--- src/rtl/draw_pkg.sv ---
// Purpose: shared constants and types for the draw write path. This covers the
// framebuffer geometry, the pixel colour width, the source-select width, the
// arbiter state encoding and the IDs of the sources on the write bus.
// Ports: none (package).
package draw_pkg;

  localparam int COLOR_DEPTH       = 9;
  localparam int DRAW_WIDTH        = 160;
  localparam int DRAW_HEIGHT       = 120;
  localparam int DRAW_WIDTH_ADDRW  = 8;
  localparam int DRAW_HEIGHT_ADDRW = 7;
  localparam int FB_ADDRW          = 15;
  localparam int FB_SIZE           = DRAW_WIDTH * DRAW_HEIGHT;

  localparam int NUM_SOURCES      = 4;
  localparam int SOURCE_SEL_ADDRW = 2;
  localparam int TIMEOUT_CYCLES   = 1024;

  // Sources are granted in ascending ID order.
  // A later ID paints over an earlier one.
  localparam logic [SOURCE_SEL_ADDRW-1:0] SRC_STARFIELD = 2'd0;
  localparam logic [SOURCE_SEL_ADDRW-1:0] SRC_SPRITE_A  = 2'd1;
  localparam logic [SOURCE_SEL_ADDRW-1:0] SRC_SPRITE_B  = 2'd2;
  localparam logic [SOURCE_SEL_ADDRW-1:0] SRC_HUD       = 2'd3;

  typedef enum logic [2:0] {
    ST_IDLE,
    ST_CLEAR,
    ST_SELECT,
    ST_WAIT_ACTIVE,
    ST_DRAIN,
    ST_DONE
  } arb_state_e;

endpackage

--- src/rtl/draw_write_arbiter_fb_addr_calc.sv ---
// Purpose: registered pixel stage. It range-checks an accepted pixel and drops
// the pixel if it is transparent or off-screen. Otherwise it emits one
// framebuffer write one cycle later at address y*DRAW_WIDTH + x.
// Ports:
//   clk, rst         clock, synchronous active-high reset
//   pix_valid        a pixel is accepted this cycle
//   pix_transparent  discard this pixel
//   pix_x, pix_y     pixel coordinates
//   pix_color        pixel colour
//   we_q             registered write strobe
//   addr_q           registered linear address (holds the last written address)
//   data_q           registered write colour (holds the last written colour)
module draw_write_arbiter_fb_addr_calc
  import draw_pkg::*;
(
  input  logic                         clk,
  input  logic                         rst,
  input  logic                         pix_valid,
  input  logic                         pix_transparent,
  input  logic [DRAW_WIDTH_ADDRW-1:0]  pix_x,
  input  logic [DRAW_HEIGHT_ADDRW-1:0] pix_y,
  input  logic [COLOR_DEPTH-1:0]       pix_color,
  output logic                         we_q,
  output logic [FB_ADDRW-1:0]          addr_q,
  output logic [COLOR_DEPTH-1:0]       data_q
);

  logic [FB_ADDRW-1:0]    y_ext;
  logic [FB_ADDRW-1:0]    row_base;
  logic                   in_range;
  logic                   we_d;
  logic [FB_ADDRW-1:0]    addr_d;
  logic [COLOR_DEPTH-1:0] data_d;

  assign y_ext = FB_ADDRW'(pix_y);

  // When the width is 160, the product 160*y is formed as (y<<7) + (y<<5).
  // This avoids a hardware multiplier.
  generate
    if (DRAW_WIDTH == 160) begin : g_shift_add
      assign row_base = (y_ext << 7) + (y_ext << 5);
    end else begin : g_mult
      assign row_base = y_ext * FB_ADDRW'(DRAW_WIDTH);
    end
  endgenerate

  always_comb begin
    in_range = (pix_x < DRAW_WIDTH_ADDRW'(DRAW_WIDTH)) &&
               (pix_y < DRAW_HEIGHT_ADDRW'(DRAW_HEIGHT));
    we_d     = pix_valid && !pix_transparent && in_range;
    addr_d   = addr_q;
    data_d   = data_q;
    if (we_d) begin
      addr_d = row_base + FB_ADDRW'(pix_x);
      data_d = pix_color;
    end
  end

  always_ff @(posedge clk) begin
    if (rst) begin
      we_q   <= 1'b0;
      addr_q <= '0;
      data_q <= '0;
    end else begin
      we_q   <= we_d;
      addr_q <= addr_d;
      data_q <= data_d;
    end
  end

endmodule

--- src/rtl/draw_write_arbiter.sv ---
// Purpose: consumer of the shared draw write bus. For each frame the arbiter
// can first clear the back buffer. It then grants the bus to each source in ID
// order and forwards every opaque, on-screen pixel as a framebuffer write.
// draw_done pulses for one cycle when the frame is composed.
// Ports:
//   clk, rst              clock, synchronous active-high reset
//   frame_start           pulse that starts composing a frame (ignored while busy)
//   clear_en, clear_color run a clear pass first, using this colour
//   write_source_sel      granted source ID
//   write_awaited         arbiter is ready for the granted source's pixels
//   write_active, write_* pixel stream from the granted source
//   fb_we/fb_addr/fb_data framebuffer write port
//   busy, draw_done       status outputs
//   overrun               sticky flag: frame_start arrived while busy
//   source_timeout        sticky flags: sources skipped because they never started
module draw_write_arbiter
  import draw_pkg::*;
(
  input  logic                         clk,
  input  logic                         rst,
  input  logic                         frame_start,
  input  logic                         clear_en,
  input  logic [COLOR_DEPTH-1:0]       clear_color,
  output logic [SOURCE_SEL_ADDRW-1:0]  write_source_sel,
  output logic                         write_awaited,
  input  logic                         write_active,
  input  logic [COLOR_DEPTH-1:0]       write_color_data,
  input  logic                         write_transparent,
  input  logic [DRAW_WIDTH_ADDRW-1:0]  write_x_addr,
  input  logic [DRAW_HEIGHT_ADDRW-1:0] write_y_addr,
  output logic                         fb_we,
  output logic [FB_ADDRW-1:0]          fb_addr,
  output logic [COLOR_DEPTH-1:0]       fb_data,
  output logic                         busy,
  output logic                         draw_done,
  output logic                         overrun,
  output logic [NUM_SOURCES-1:0]       source_timeout
);

  localparam int TO_CNT_W = $clog2(TIMEOUT_CYCLES);
  localparam logic [FB_ADDRW-1:0]         CLEAR_LAST = FB_ADDRW'(FB_SIZE - 1);
  localparam logic [TO_CNT_W-1:0]         TO_LAST    = TO_CNT_W'(TIMEOUT_CYCLES - 1);
  localparam logic [SOURCE_SEL_ADDRW-1:0] SRC_LAST   = SOURCE_SEL_ADDRW'(NUM_SOURCES - 1);

  arb_state_e                  state_q, state_d;
  logic [SOURCE_SEL_ADDRW-1:0] src_q, src_d;
  logic [FB_ADDRW-1:0]         clear_cnt_q, clear_cnt_d;
  logic [TO_CNT_W-1:0]         timeout_cnt_q, timeout_cnt_d;
  logic                        overrun_q, overrun_d;
  logic [NUM_SOURCES-1:0]      source_timeout_q, source_timeout_d;
  logic                        advance;
  logic                        accept;
  logic                        pix_we;
  logic [FB_ADDRW-1:0]         pix_addr;
  logic [COLOR_DEPTH-1:0]      pix_data;

  // Pixels are only sampled while the bus is granted and awaited.
  // Outside those states the write_* inputs may float.
  assign accept = ((state_q == ST_WAIT_ACTIVE) || (state_q == ST_DRAIN)) && write_active;

  draw_write_arbiter_fb_addr_calc u_fb_addr_calc (
    .clk             (clk),
    .rst             (rst),
    .pix_valid       (accept),
    .pix_transparent (write_transparent),
    .pix_x           (write_x_addr),
    .pix_y           (write_y_addr),
    .pix_color       (write_color_data),
    .we_q            (pix_we),
    .addr_q          (pix_addr),
    .data_q          (pix_data)
  );

  always_comb begin
    state_d          = state_q;
    src_d            = src_q;
    clear_cnt_d      = clear_cnt_q;
    timeout_cnt_d    = timeout_cnt_q;
    overrun_d        = overrun_q;
    source_timeout_d = source_timeout_q;
    advance          = 1'b0;

    if (frame_start && (state_q != ST_IDLE)) begin
      overrun_d = 1'b1;
    end

    case (state_q)
      ST_IDLE: begin
        if (frame_start) begin
          overrun_d        = 1'b0;
          source_timeout_d = '0;
          src_d            = SRC_STARFIELD;
          clear_cnt_d      = '0;
          state_d          = clear_en ? ST_CLEAR : ST_SELECT;
        end
      end
      ST_CLEAR: begin
        if (clear_cnt_q == CLEAR_LAST) begin
          clear_cnt_d = '0;
          state_d     = ST_SELECT;
        end else begin
          clear_cnt_d = clear_cnt_q + FB_ADDRW'(1);
        end
      end
      ST_SELECT: begin
        timeout_cnt_d = '0;
        state_d       = ST_WAIT_ACTIVE;
      end
      ST_WAIT_ACTIVE: begin
        // The counter reaches TO_LAST in the TIMEOUT_CYCLES-th idle cycle.
        // The source is skipped at that point.
        if (write_active) begin
          state_d = ST_DRAIN;
        end else if (timeout_cnt_q == TO_LAST) begin
          source_timeout_d[src_q] = 1'b1;
          advance                 = 1'b1;
        end else begin
          timeout_cnt_d = timeout_cnt_q + TO_CNT_W'(1);
        end
      end
      ST_DRAIN: begin
        if (!write_active) begin
          advance = 1'b1;
        end
      end
      ST_DONE: begin
        state_d = ST_IDLE;
      end
      default: begin
        state_d = ST_IDLE;
      end
    endcase

    if (advance) begin
      if (src_q == SRC_LAST) begin
        state_d = ST_DONE;
      end else begin
        src_d   = src_q + SOURCE_SEL_ADDRW'(1);
        state_d = ST_SELECT;
      end
    end
  end

  always_ff @(posedge clk) begin
    if (rst) begin
      state_q          <= ST_IDLE;
      src_q            <= '0;
      clear_cnt_q      <= '0;
      timeout_cnt_q    <= '0;
      overrun_q        <= 1'b0;
      source_timeout_q <= '0;
    end else begin
      state_q          <= state_d;
      src_q            <= src_d;
      clear_cnt_q      <= clear_cnt_d;
      timeout_cnt_q    <= timeout_cnt_d;
      overrun_q        <= overrun_d;
      source_timeout_q <= source_timeout_d;
    end
  end

  // The clear pass and pixel writes never overlap.
  // The last pixel of a source lands in SELECT or DONE, never in CLEAR.
  assign fb_we   = (state_q == ST_CLEAR) || pix_we;
  assign fb_addr = (state_q == ST_CLEAR) ? clear_cnt_q : pix_addr;
  assign fb_data = (state_q == ST_CLEAR) ? clear_color : pix_data;

  assign write_source_sel = src_q;
  assign write_awaited    = (state_q == ST_WAIT_ACTIVE) || (state_q == ST_DRAIN);
  assign busy             = (state_q != ST_IDLE);
  assign draw_done        = (state_q == ST_DONE);
  assign overrun          = overrun_q;
  assign source_timeout   = source_timeout_q;

endmodule

--- config.mk ---
export PLATFORM = sky130hd
export DESIGN_NAME = draw_write_arbiter
export DESIGN_NICKNAME = d
export VERILOG_FILES = /design/src/rtl/draw_pkg.sv /design/src/rtl/draw_write_arbiter_fb_addr_calc.sv /design/src/rtl/draw_write_arbiter.sv
export SDC_FILE = /design/constraint.sdc
export NUM_CORES = 1
export LEC_CHECK = 0
export CELL_PAD_IN_SITES_DETAIL_PLACEMENT = 0
export CELL_PAD_IN_SITES_GLOBAL_PLACEMENT = 1
export CORE_MARGIN = 5
export CORE_UTILIZATION = 28
export CTS_CLUSTER_DIAMETER = 50
export DETAILED_ROUTE_END_ITERATION = 8
export PLACE_DENSITY = 0.69
export SKIP_LAST_GASP = 1
export SYNTH_ARGS = -nofsm -noshare
export SYNTH_HDL_FRONTEND = slang
export SYNTH_SLANG_ARGS = --single-unit
--- constraint.sdc ---
create_clock -name clk -period 2.9 [get_ports clk]
set_clock_uncertainty 0.1 [all_clocks]
set_input_delay 0.435 -clock clk [delete_from_list [all_inputs] [get_ports clk]]
set_output_delay 0.435 -clock clk [all_outputs]
set_load 0.005 [all_outputs]
* Word level (Yosys, flattened, before mapping)
Cells that the tools add are included.
** Operators by class
- Add/subtract/negate cells :: 5
- Multipliers :: 0
- Divide/modulo/power cells :: 0
- Order comparisons :: 4
- Equal/unequal tests :: 16
- Shifts and indexed selects :: 0
- Mux-type cells :: 32
- Bitwise gates (word level) :: 1
- Reductions and logical operators :: 18
** Operators by type and width (number)
- 2-to-1 mux 15 bit :: 3
- case mux 15 bit (2 select lines) :: 1
- 2-to-1 mux 10 bit :: 2
- case mux 10 bit (2 select lines) :: 1
- adder 14 x 12 -> 15 bit :: 1
- adder 15 x 1 -> 15 bit (second input constant) :: 1
- adder 15 x 8 -> 15 bit :: 1
- equality test 15 bit (second input constant) :: 1
- 2-to-1 mux 3 bit :: 5
- case mux 3 bit (5 select lines) :: 1
- 2-to-1 mux 4 bit :: 3
- adder 10 x 1 -> 10 bit (second input constant) :: 1
- equality test 10 bit (second input constant) :: 1
- 2-to-1 mux 2 bit :: 5
- 2-to-1 mux 9 bit :: 1
- inequality test 3 bit (second input constant) :: 3
- < comparator 8 bit (second input constant) :: 1
- inequality test 2 bit (second input constant) :: 4
- case mux 4 bit (2 select lines) :: 1
- AND reduction 4 bit :: 2
- < comparator 7 bit (second input constant) :: 1
- 2-to-1 mux 1 bit :: 7
- equality test 3 x 2 -> 1 bit (second input constant) :: 2
- equality test 3 bit (second input constant) :: 2
- other kinds (17) :: 25
** Word-level totals
- Register bits :: 60
- Latch bits :: 0
- Bits in writable memories :: 0
- Memory bits (read-only) :: 0
- Input bits :: 39
- Output and inout port bits :: 35
- Logic and storage cells :: 85
- Memories :: 0

* Longest topological paths before layout
- Depth after elaboration :: 8
- Mapped depth :: 9

* Modules after synthesis
From an unflattened synthesis, not the netlist that was laid out.
** Unflattened totals
- Cells, all modules :: 474
- Area, all modules :: 3547.2 µm²
** By module, submodules not included
- draw_write_arbiter :: times used 1, cells each 310, area each 2225.9 µm²
- draw_write_arbiter_fb_addr_calc :: times used 1, cells each 164, area each 1321.3 µm²

* Worst setup path after synthesis
No wires, ideal clock.
- Kind :: input to register
- Start point :: input write_x_addr[7]
- End point :: register u_fb_addr_calc.addr_q[12]
- Library setup time :: 0.070 ns
- Arrival time :: 2.172 ns
- Path slack :: 0.557 ns
- Stages on the path :: 8
- Cells stage by stage :: fa_1 -> inv_1 -> fa_1 -> nand2b_1 -> a21oi_1 -> o21a_1 -> o211ai_1 -> a21oi_1
** Between the ends
- Cells in the longest elaborated chain, start to end :: 3
- Elaborated cells between the ends (all ways) :: 4
- Those cells by class :: 1 x add/sub; 1 x order compare; 2 x reduce/logical
** Ends and longest elaborated chain
- start, declared :: line draw_write_arbiter.sv:29 : input logic [DRAW_WIDTH_ADDRW-1:0] write_x_addr,
- parallel branches: the longest is 3 deep, another holds adder 15 x 8 -> 15 bit
- end signal, assigned :: line draw_write_arbiter_fb_addr_calc.sv:66 : addr_q <= addr_d;
- end, declared :: line draw_write_arbiter_fb_addr_calc.sv:24 : output logic [FB_ADDRW-1:0] addr_q,
Several ways; the timed one is not identified.
A chain may end at the register's enable or synchronous reset.

* Worst setup path in the final report
- Start point :: register state_q[0]
- End point :: output fb_addr[0]
** Between the ends
- Cells in the longest elaborated chain, start to end :: 2
** Ends and longest elaborated chain
- start, declared :: line draw_write_arbiter.sv:45 : arb_state_e state_q, state_d;
- start signal, assigned :: line draw_write_arbiter.sv:153 : state_q <= state_d;
- equality test 3 x 1 -> 1 bit :: line draw_write_arbiter.sv:165 : assign fb_addr = (state_q == ST_CLEAR) ? clear_cnt_q : pix_addr;
- 2-to-1 mux 15 bit :: line draw_write_arbiter.sv:165
- end, declared :: line draw_write_arbiter.sv:32 : output logic [FB_ADDRW-1:0] fb_addr,
Every way passes these cells.

==> qor.yml <==
worst_setup_path:
  worstPathArrival_ns: 2.09
  worst_setup_path_end_kind: "output pin"
  cp-start-kind: "flip-flop"
  worstSetupPathType: "flip-flop to output pin"
  cp_max_fo: 18
  required_ns: 2.37
drt:
  routedWlPerCell_microns: 14.4
  num_vias: 3456
  drt_first_pass_iters: 6
  drc: 0
  routed_wl_microns: 9930
  via_per_inst: 5.02
  ant_nets: 0
  first_iter_violations: 105
sta:
  drv_slew: 0
  period_needed_ns: 2.62
  setup_viol: 0
  fmax_ghz: 0.381
  fin_ws_ns: 0.278
  max-slew-margin-rel: 0.515
  max_slew.worst_pin.slew_ns: 0.727
  fin_crit_sh: 0.904
  rsz0062_at_grt: "false"
  hold_viol_final: 0
cts:
  cts_tree: "done"
  htreeDepth: 3
  post-cts-setup-buffers: 0
  clockRootBuffer: "clkbuf_16"
  clockBufferDepth: 2
  cts.clk_slew.worst_paths_ns: 0.06
  worstSkewPairLatency_ns: 0.33
  clkSinkCount: 60
  numCtsBuffers: 9
floorplan:
  die_area_sq_mm: 0.0146
  core_sq_mm: 0.0120
  die_h_microns: 121
  die-width_microns: 121
  rows: 40
  io_pins: 74
  start_util: 0.286
final_layout:
  register_area_sq_mm: 0.00120
  nets: 596
  fillerInstances: 1277
  layout_commonest_cell: "nand2_1"
  utilization: 0.390
  insertedDiodeCount: 0
  layout-drive-gt1-share: 0.0850
  syn2layout_area_growth_pct: 36.5
  multi_input_area_sq_mm: 0.00210
  final_cell_mix: "136 x nand2_1, 73 x clkdlybuf4s50_1, 60 x dfxtp_1, 42 x a21oi_1, 34 x nor2_1"
  final_cells: 688
placement:
  gp_congestion: 0.768
  dp_hpwl_microns: 7390
  post-place-ws_ns: -0.0493
  dp.cells: 672
  portBuffers: 73
logic_synthesis:
  ys_seq_area_frac: 0.350
  syn_area_sq_mm: 0.00343
  netlist_instances: 461
  synth_top_area_frac: 0.350
  synth-seq-cells: 60
  ys_types: 51
  syn_avg_cell_area_sq_um: 7.45
  ys_warn_count: 0
  synth-edff-count: 0
  yosys-top-cells-area: "dfxtp_1 35%, nand2_1 15%, ha_1 6.9%, a21oi_1 6.1%, nor2_1 3.7%"
  synth_top_area_cell: "dfxtp_1"
  syn_nets: 521
  ys.flop_type: "dfxtp_1"
  synth-async-reset-ratio: 0
run_status:
  status: "finished clean"
grt:
  grt-ovfl-total: 0
  grt_max_degree: 38
  grt_pass1_wl_microns: 16900
  first_global_vias: 3461
  globalRouteTotalUtil: 0.142
  antenna_found_initial: 0
flow_run:
  max_cap_viol_count: 0
worst_hold_path:
  worstHoldPathType: "flip-flop to flip-flop"
pwr:
  ir_worst_vdd_mv: 0.271
  p_per_area_mw_per_mm2: 617
  p_leak_uw: 0.00178
[worst max-delay path, cell delays in order (launching register included)]
cell and delay, ns:
dfxtp_1 0.34, inv_2 0.05, buf_4 0.16, nor3_2 0.23, buf_4 0.28, nand2_1 0.11, nand2_1 0.07, clkdlybuf4s50_1 0.53
[power by group]
group,total (uW),switching (uW),internal (uW)
sequential,888,24.9,863
clock,1100,393,711
combinational,897,519,378
total,2890,937,1950
[through the flow]
stage	cell area [sq um]	hold slack [ns]	setup TNS [ns]	power, uW
2_1_floorplan	3430	0.332	0	1430
3_3_place_gp	4370	0.344	0	1800
3_5_place_dp	4370	0.347	-0.0493	1800
4_1_cts	4680	0.354	0	2930
5_1_grt	4690	0.381	0	3090
6_report	4690	0.354	0	2890
[cell families (layout without fill, tap and decap cells)]
logic type | Yosys count | in the layout | synth area share
compound gates | 107 | 107 | 0.207
simple gates | 230 | 230 | 0.304
flops | 60 | 60 | 0.350
buf+inv | 36 | 116 | 0.0412
fa+ha+maj | 21 | 21 | 0.0809
xor+xnor | 7 | 7 | 0.0179
[area by class of cell]
cell class              count  share of cell area
multi-input cells         365               0.447
clock inverters             5              0.0128
clock buffers              11              0.0539
inverters                  11             0.00881
well taps                 147              0.0393
repair buffers             89               0.182
flip-flops and latches     60               0.256
[metal layers]
layer	GRT usage	wire length [microns]	vias to the layer above	part of all wire
met2	0.232	4810	79	0.48
met4	0.0475	148	0	0.015
met5	0	0	-	0
li1	-	-	1776	-
met3	0.0309	366	12	0.037
met1	0.185	4610	1589	0.46
[Yosys cell counts, types with 3 or more instances]
cell type,instances
a21oi_1,42
a311oi_1,10
a31o_2,3
a31oi_1,5
a41oi_1,3
and3_1,7
and4_1,4
buf_2,5
clkbuf_1,20
dfxtp_1,60
ha_1,19
inv_1,10
nand2_1,136
nand2b_1,4
nand3_1,10
nand4_1,7
nor2_1,34
nor2b_1,4
nor3_1,5
o2111ai_1,3
o211ai_1,7
o21a_1,3
o21ai_0,13
or3_1,5
xor2_1,6
[final timing paths]
check / endpoint / cells after the start / startpoint / slack (ns)
worst min-delay path: u_fb_addr_calc.data_q[7] / 2 / u_fb_addr_calc.data_q[7] / 0.35
worst max register to register: state_q[0] / 6 / clear_cnt_q[1] / 0.59
worst max-delay path: fb_addr[0] / 7 / state_q[0] / 0.28
worst min register to register: u_fb_addr_calc.data_q[7] / 2 / u_fb_addr_calc.data_q[7] / 0.35
[repair_timing]
action	4_1_cts	5_1_grt
endpoints found under the setup margin	0	1
resized for setup	0	1
hold buffers	0	0
endpoints found under the hold margin	0	0
[registers in the layout (all words and copies together) (netlist names), named ones only]
name                   count
clear_cnt_q               15
u_fb_addr_calc.we_q        1
write_source_sel           2
u_fb_addr_calc.addr_q     15
u_fb_addr_calc.data_q      9
timeout_cnt_q             10
source_timeout             4
state_q                    3
Note: power is estimated with default switching activity, not from simulation.
